$ cat src/rtl/rob_alloc_ctrl.sv
// rtl/rob_alloc_ctrl.sv - ROB allocation controller: sequence-number issue, free-entry tracking, redirect recovery
module rob_alloc_ctrl #(
   parameter int ID_LEN   = 6,
   parameter int WIDTH_RN = 4
) (
   input  logic                             clk,
   input  logic                             rst,
   input  logic [$clog2(WIDTH_RN+1)-1:0]    IN_reqCnt,
   input  logic [ID_LEN:0]                  IN_maxSqN,
   input  logic                             IN_branchTaken,
   input  logic [ID_LEN:0]                  IN_branchSqN,
   input  logic                             IN_mispredFlush,
   output logic                             OUT_grant,
   output logic [ID_LEN:0]                  OUT_nextSqN,
   output logic [ID_LEN:0]                  OUT_freeCnt,
   output logic                             OUT_stall,
   output logic                             OUT_recovering
);

   localparam int SQN_W = ID_LEN + 1;

   typedef enum logic [1:0] {
      RUN        = 2'd0,
      WAIT_FLUSH = 2'd1,
      REPLAY     = 2'd2
   } state_t;

   state_t state;

   // Request count widened to SqN width so it can be compared with and added to SqNs
   logic [SQN_W-1:0] reqExt;
   assign reqExt = SQN_W'(IN_reqCnt);

   // Free entries from the ROB's acceptance limit; modular subtraction handles the wrap bit
   always_comb begin
      OUT_freeCnt = IN_maxSqN + SQN_W'(1) - OUT_nextSqN;
   end

   // All-or-nothing grant, only in RUN, never during a redirect or reset cycle
   always_comb begin
      OUT_grant = 1'b0;
      if (!rst && (state == RUN) && !IN_branchTaken &&
          (reqExt != '0) && (reqExt <= OUT_freeCnt))
         OUT_grant = 1'b1;
      OUT_stall = (reqExt != '0) && !OUT_grant;
   end

   // Recovery FSM and SqN counter; a redirect in any state restarts recovery
   always_ff @(posedge clk) begin
      if (rst) begin
         state          <= RUN;
         OUT_nextSqN    <= '0;
         OUT_recovering <= 1'b0;
      end else if (IN_branchTaken) begin
         state          <= WAIT_FLUSH;
         OUT_nextSqN    <= IN_branchSqN + SQN_W'(1);
         OUT_recovering <= 1'b1;
      end else begin
         case (state)
            RUN: begin
               if (OUT_grant)
                  OUT_nextSqN <= OUT_nextSqN + reqExt;
            end
            WAIT_FLUSH: begin
               if (IN_mispredFlush)
                  state <= REPLAY;
            end
            REPLAY: begin
               if (!IN_mispredFlush) begin
                  state          <= RUN;
                  OUT_recovering <= 1'b0;
               end
            end
            default: begin
               state          <= RUN;
               OUT_recovering <= 1'b0;
            end
         endcase
      end
   end

endmodule

$ cat config.mk
export PLATFORM = sky130hd
export DESIGN_NAME = rob_alloc_ctrl
export DESIGN_NICKNAME = d
export VERILOG_FILES = /design/src/rtl/rob_alloc_ctrl.sv
export SDC_FILE = /design/constraint.sdc
export NUM_CORES = 1
export LEC_CHECK = 0
export ABC_AREA = 0
export BUFFER_PORTS_ARGS = -buffer_cell sky130_fd_sc_hd__buf_2
export CAP_MARGIN = 20
export CORE_MARGIN = 1
export CORE_UTILIZATION = 55
export CTS_BUF_LIST = sky130_fd_sc_hd__clkbuf_8
export DETAILED_ROUTE_END_ITERATION = 16
export PLACE_DENSITY_LB_ADDON = 0.1
export SLEW_MARGIN = 20
export SYNTH_ARGS = -nofsm -noshare
export SYNTH_HDL_FRONTEND = slang
export SYNTH_SLANG_ARGS = --single-unit
$ cat constraint.sdc
create_clock -name clk -period 7.6 [get_ports clk]
set_input_delay 0 -clock clk [delete_from_list [all_inputs] [get_ports clk]]
set_output_delay 0 -clock clk [all_outputs]
set_load 0.01 [all_outputs]
# Word level (Yosys, flattened, before mapping)
# Index checks and enable logic that the tools add are counted.
# classes
order_cmp	1
muxes	11
addsub	4
n_eq_ne	8
bitwise_logic	1
reduce_logical	18
# ops
cell	n
$mux W7	3
$add A7 B1 Y7 const B	2
$add A7 B3 Y7	1
$le A3 B7 Y1	1
$reduce_bool A7 Y1	1
$sub A7 B7 Y7	1
$ne A2 B2 Y1 const B	3
$ne A3 B3 Y1 const B	2
$pmux W2 S3	1
$reduce_and A3 Y1	2
$logic_and A1 B1 Y1	5
$mux W1	4
$mux W2	2
$reduce_and A2 Y1	2
$reduce_bool A2 Y1	2
$reduce_or A2 Y1	2
$logic_not A1 Y1	3
$eq A2 B1 Y1 const B	1
$eq A2 B2 Y1 const B	1
$logic_not A2 Y1	1
$ne A2 B1 Y1 const B	1
$pmux W1 S2	1
$not A1 Y1	1
# word_totals
elab_cells	47
register_bits	10
output_inout_bits	17
in_bits	21

# Logic depth before layout (Yosys ltp)
# Gate-level depths: netlist (run 1).
# depth
depth_word	9
ltp_mapped	13
mapped_depth_nobuf	12

# Worst setup path after synthesis (run 1)
# No wires, ideal clock.
# synth_path
path_type	register to register
from	register OUT_nextSqN[1]
to	register OUT_nextSqN[6]
setup_slack_ns	4.570
n_path_buf	1
setup_time_ns	0.120
required_time_ns	7.480
t_arrival_ns	2.910
stages_incl_launch_ff	13
path_cell_list	dfxtp_1 > ha_1 > inv_1 > ha_1 > fa_1 > inv_1 > ha_1 > o21a_1 > o221a_1 > and4_1 > buf_6 > o31a_1 > o31a_1
# synth_via
elab_chain_cells	6
# synth_rtl
element	line	text
start, declared	14	output logic [ID_LEN:0] OUT_nextSqN,
start signal, assigned	56	OUT_nextSqN <= IN_branchSqN + SQN_W'(1);
start signal, assigned	62	OUT_nextSqN <= OUT_nextSqN + reqExt;
$sub A7 B7 Y7	36	OUT_freeCnt = IN_maxSqN + SQN_W'(1) - OUT_nextSqN;
via OUT_freeCnt[2]	15	output logic [ID_LEN:0] OUT_freeCnt,
$le A3 B7 Y1	43	(reqExt != '0) && (reqExt <= OUT_freeCnt))
$logic_and A1 B1 Y1	43	
$mux W1	42	if (!rst && (state == RUN) && !IN_branchTaken &&
$reduce_bool A2 Y1 (no line)	n/a	
$reduce_and A2 Y1 (no line)	n/a	
# The timed path passes the listed nets, and every way through them passes these cells. The select of a mux whose other input is x is not followed.
# A chain may end at the register's enable or synchronous reset.

# Worst setup path in the final report (run 1)
# layout_path
from	register OUT_nextSqN[1]
to	output port OUT_stall
# layout_via
elab_chain_cells	6
# layout_rtl
element	line	text
$sub A7 B7 Y7	36	
$le A3 B7 Y1	43	
$logic_and A1 B1 Y1	43	
$mux W1	42	
$logic_not A1 Y1	45	OUT_stall = (reqExt != '0) && !OUT_grant;
$logic_and A1 B1 Y1	45	
end, declared	16	output logic OUT_stall,
# No other way between the ends.

==> results of run 1 <==
final timing paths:
path	slack (ps)	to	from	cells past startpoint
worst max-delay path	4500	OUT_stall	OUT_nextSqN[1]	12
worst min-delay path	60	state[1]	IN_mispredFlush	3
worst max register to register	4590	OUT_nextSqN[6]	OUT_nextSqN[1]	11
worst min register to register	500	OUT_recovering	OUT_recovering	2
placed cells by master (no fill, tap or decap), types with 6 or more instances in the layout:
cell type and count:
buf_2 37, inv_1 19, ha_1 18, dfxtp_1 10, nor2_1 8, a21oi_1 7, xnor2_1 7, nand2_1 7
o21ai_0 6, a21o_1 6
worst max-delay path, stage by stage, from the launching register on:
cell	delay, ps
dfxtp_1	330
ha_1	280
inv_1	40
ha_1	220
fa_1	500
inv_1	40
ha_1	280
o21a_1	110
o221a_1	230
and4_1	300
nor2_1	310
nor2_1	70
buf_2	150
layer usage:
metal	part of all wire, %	wire length, um	GRT usage [%]	vias up
met4	0.95	24	9.71	0
met2	50	1270	42.5	32
met1	44	1110	32.6	522
li1	-	-	-	560
met5	0	0	0	-
met3	5.1	130	6.15	4
flip-flops by register name, indices dropped and copies added (netlist names):
| name | cells |
|---|---|
| OUT_nextSqN | 7 |
| state | 2 |
| OUT_recovering | 1 |
cell type report:
type,instances,area (um2),area share (%)
Timing Repair Buffer,37,185,13.7
Inverter,19,71.3,5.28
Sequential cell,10,200,14.8
Tap cell,25,31.3,2.31
Multi-Input combinational cell,104,808,59.8
Clock buffer,4,55.1,4.07
kinds of logic (layout without fill, tap and decap cells):
family,count (synthesis),count (layout),share of synthesized area [%]
simple gates,40,40,18.9
xor+xnor,11,11,8.64
flops,10,10,18.0
fa+ha+maj,20,20,23.8
compound gates,32,32,20.3
buf+inv,24,60,9.54
mux,1,1,0.898
metrics by stage:
step | setup slack [ps] | utilization (%) | cells | power (mW) | area, um2
6_report | 4500 | 74.2 | 199 | 0.241 | 1350
5_1_grt | 4360 | 74.2 | 199 | 0.259 | 1350
4_1_cts | 4510 | 74.2 | 199 | 0.242 | 1350
3_5_place_dp | 4590 | 71.2 | 195 | 0.175 | 1300
3_3_place_gp | 4660 | 71.2 | 195 | 0.171 | 1300
2_1_floorplan | 4570 | - | 138 | 0.141 | 1110
power by group through the flow:
| stage | Combinational [mW] | Sequential, mW | Clock, mW |
|---|---|---|---|
| after global routing | 0.128 | 0.0619 | 0.0697 |
| after detailed placement | 0.113 | 0.0622 | 0 |
| final | 0.113 | 0.0613 | 0.0663 |
| after CTS | 0.114 | 0.0612 | 0.0673 |
| after global placement | 0.109 | 0.0620 | 0 |
| after floorplan | 0.0780 | 0.0631 | 0 |
==> metrics.txt, run 1 <==
Power Density 178 nW/um2; router iterations before antenna repair 4; status complete, no violations; Yosys reg bits 10; fmax 323 MHz; I/O Pins 38; CTS sink count 10; area of the core 1820 um2; switch share 36.4%; Synth top cells by count 19 x inv_1, 18 x ha_1, 10 x dfxtp_1, 8 x nor2_1; final setup vio count 0; diodes inserted 0; CP max FO 9; Crit. End Element primary output; gr ovfl total 0; clk_skew 3.06 ps; Switching Power 0.0875 mW; CP startpoint kind flop; top-count cell post-synth inv_1; via count 1118; Comb pwr share 47.0%; Area Overhead vs Synth 21.2%; die span in y 47.0 um; crit path time final 3100 ps; synth unique cells 37; detailed placer's ending HPWL 2090 um; final wirelength 2530 um; Pleak 0.688 nW; DR WL/cell 12.7 um; vias in the first global route 909; CTS Buf Count 3; layout cells sized above 1 25.9%; Worst-path clk slew 50 ps; CTS Buffer Depth 2; Max rail drop VDD 0.000144 V; first-pass GRT wire length 3860 um; Internal Dissipation 0.153 mW; hold_ws 58.0 ps; worst path required time 7600 ps; sequential power share 25.5%; Layout fillers 157; Worst Max-Slew Pin Slew 581 ps; Mapped Area 1110 um2; number of synthesized flops with an enable pin 0; DRC Markers 0; Max Cap Viol 0; CP Class reg -> out; Synth warnings 0; fin nets 216; vias per std cell 5.62; Seq/Total Area, Yosys 18.0%; Starting Density 61.2%; Horiz. Die Dim 47.0 um; period utilization 40.7%; final hold vios 0; Post-CTS Hold Fix Bufs 0; RSZ-0062 raised after global routing no; post-synth top area cell ha_1; initial antenna violation count 0; placer congestion estimate 0.781; CTS tree done; CP Data Arrival Time 3100 ps; Die ar. 2210 um2; HP Class in -> reg; synth top area cells ha_1 20%, dfxtp_1 18%, inv_1 6.4%, xnor2_1 5.5%, a21o_1 4.0%; max-slew violations 0; setup_tns 0 ps; Root Driver clkbuf_8; IO buf count 37; gr usage total 25.8%; Row Count 15; syn nets 179; initial drt markers 46; H-tree depth 1; Mapped Cells 138; max_slew headroom 60.9%; Avg Inst Size Synth 8.08 um2; top_reg_cell synth dfxtp_1; Clock Latency Late Sink 240 ps; ys async rst share 0%; largest net degree at the start of global routing 18; Post-CTS Setup Repair Bufs 0; DRT antenna net count 0; post-cts resize count 0; post-synth top area share 20.2%; Clock power frac 27.5%
No activity file was read; power rests on OpenSTA's default activity.
==> run 2: changes to the inputs <==
Settings changed: ABC_AREA 0 to 1, CORE_UTILIZATION 55 to 48.
Clock period 7.6 ns to 2.5 ns, I/O delays scaled along.
==> run 2 against run 1 <==
Compared with the run above: the run now ends with negative setup slack left; power increased to 3.5 times the previous value; clock skew about the same; clock power increased to 3.2 times the previous value; cell area increased by 18%; die area increased by 22%; highest routed layer unchanged.
==> metrics.txt, run 2 <==
via count 1337; worst reg-to-reg setup slack -210 ps; crit path from OUT_nextSqN[1]; diodes inserted 0; max-slew violations 0; CP Data Arrival Time 2720 ps; Die ar. 2690 um2; Row Count 17; CP startpoint kind flop; initial antenna violation count 0; Max rail drop VDD 0.000378 V; detailed placer's ending HPWL 2530 um; final wirelength 3100 um; HP Class in -> reg; Avg Inst Size Synth 6.24 um2; DR WL/cell 11.6 um; Mapped Area 1190 um2; gr ovfl total 0; Internal Dissipation 0.501 mW; die span in y 51.8 um; top_reg_cell synth dfxtp_1; max_slew headroom 76.2%; Switching Power 0.335 mW; Pleak 0.894 nW; RSZ-0062 raised after global routing yes; first-pass GRT wire length 5350 um; Yosys reg bits 10; vias in the first global route 1252; Seq/Total Area, Yosys 16.8%; Mapped Cells 191; Comb pwr share 52.6%; Max Cap Viol 0; Crit. End Element primary output; fin nets 281; Worst Max-Slew Pin Slew 355 ps; status finished, violations left; final hold vios 0; Critical Path End OUT_stall; post-synth top area cell ha_1; CTS sink count 10; layout cells sized above 1 28.9%; Synth top cells by count 48 x nand2_1, 35 x inv_1, 22 x nor2_1, 20 x nand3_1, 18 x ha_1; H-tree depth 1; worst r2r src OUT_nextSqN[1]; area of the core 2280 um2; max reg flops 7; final setup vio count 9; commonest non-fill, non-tap cell in the layout nand2_1; clk_skew 2.76 ps; router iterations before antenna repair 4; top-count cell post-synth nand2_1; fmax 368 MHz; commonest cells after routing, fill and taps aside 45 x nand2_1, 37 x buf_2, 32 x inv_1; Util after Layout 70.1%; sequential power share 22.4%; synth top area cells ha_1 19%, dfxtp_1 17%, nand2_1 15%, inv_1 11%, nand3_1 8.4%; Area Overhead vs Synth 33.8%; Clock power frac 25.0%; synth unique cells 22; Power Density 524 nW/um2; Worst-path clk slew 50 ps; Root Driver clkbuf_8; CTS tree done; largest net degree at the start of global routing 20; initial drt markers 19; IO buf count 37; CP max FO 3; I/O Pins 38; CTS Buffer Depth 2; Worst R2R End OUT_nextSqN[1]; Clock Latency Late Sink 240 ps; DRC Markers 0; Starting Density 52.4%; Hold Path Cell Cnt 3; placer congestion estimate 0.883; number of synthesized flops with an enable pin 0; ys async rst share 0%; gr usage total 26.6%; worst path required time 2500 ps; Placement Setup Slack -148 ps; CTS Buf Count 3; length in cells of the worst reg-to-reg path 19; failing checks negative setup slack; worst setup margin -218 ps; crit path time final 2720 ps; period utilization 109%; Regs by FF count OUT_nextSqN x7, state x2, OUT_recovering x1; vias per std cell 5.01; Synth warnings 0; DRT antenna net count 0; post-synth top area share 18.9%; syn nets 232; Most flops, register OUT_nextSqN; CP Class reg -> out; switch share 40.1%; Horiz. Die Dim 51.8 um
[run 2: per-stage QoR]
stage | area [um2] | std cells | total power, mW | hold WS [ps] | setup TNS [ps]
5_1_grt | 1600 | 267 | 0.912 | 53.0 | -3360
2_1_floorplan | 1240 | 191 | 0.478 | 69.1 | -83.5
4_1_cts | 1580 | 267 | 0.832 | 29.8 | -1380
6_report | 1600 | 267 | 0.837 | 27.2 | -1600
3_3_place_gp | 1490 | 259 | 0.588 | 186 | -103
3_5_place_dp | 1490 | 259 | 0.611 | 187 | -758
[run 2: cell families after synthesis]
kind of cell	synth area share [%]
compound gates	7.87
xor+xnor	4.41
fa+ha+maj	22.2
buf+inv	12.0
flops	16.8
simple gates	36.7
[run 2: per-layer routing]
layer	track usage [%]	up-vias	part of all wire, %
li1	-	701	-
met1	32.3	595	44
met2	48.9	36	51
met3	1.75	5	3.3
met4	8.11	0	1.3
met5	0	-	0
[run 2: layout make-up]
class | count | area, um2
Multi-Input combinational cell | 143 | 908
Inverter | 37 | 139
Sequential cell | 10 | 206
Tap cell | 28 | 35.0
Timing Repair Buffer | 45 | 251
Clock buffer | 4 | 55.1
Fill cell | 218 | 681
[run 2: how the worst min path moves through the flow]
stage	from	end	slack, ps
4_1_cts	IN_mispredFlush	state[1]	30
3_3_place_gp	rst	state[0]	190
2_1_floorplan	rst	OUT_recovering	70
6_report	IN_mispredFlush	state[1]	30
3_5_place_dp	rst	OUT_recovering	190
5_1_grt	IN_mispredFlush	state[1]	50
[run 2: power by group through the flow]
stage / logic (mW) / clock network (mW) / registers [mW]
2_1_floorplan: 0.282 / 0 / 0.196
3_3_place_gp: 0.399 / 0 / 0.189
3_5_place_dp: 0.421 / 0 / 0.190
4_1_cts: 0.435 / 0.210 / 0.187
5_1_grt: 0.505 / 0.217 / 0.190
6_report: 0.440 / 0.209 / 0.188
[run 2: worst max-delay path, cell delays in order, from the launching register on]
cell and delay [ps]:
dfxtp_4 350, ha_4 260, inv_2 40, ha_4 150, fa_2 530, inv_2 40
ha_4 270, nand2_2 40, nor2_2 70, nor2_1 40, nor2_1 90, nand2_1 70
nor2_2 120, nand2_2 70, nand2_4 80, inv_2 40, nor2_1 70, buf_2 130
[run 2: repair_timing]
item / CTS / global route
cloned: 0 / 0
setup endpoints to repair: 9 / 9
pin swaps: 2 / 4
gates resized for setup: 3 / 4
setup buffers: 3 / 0
hold buffers: 1 / 0
endpoints found under the hold margin: 2 / 0
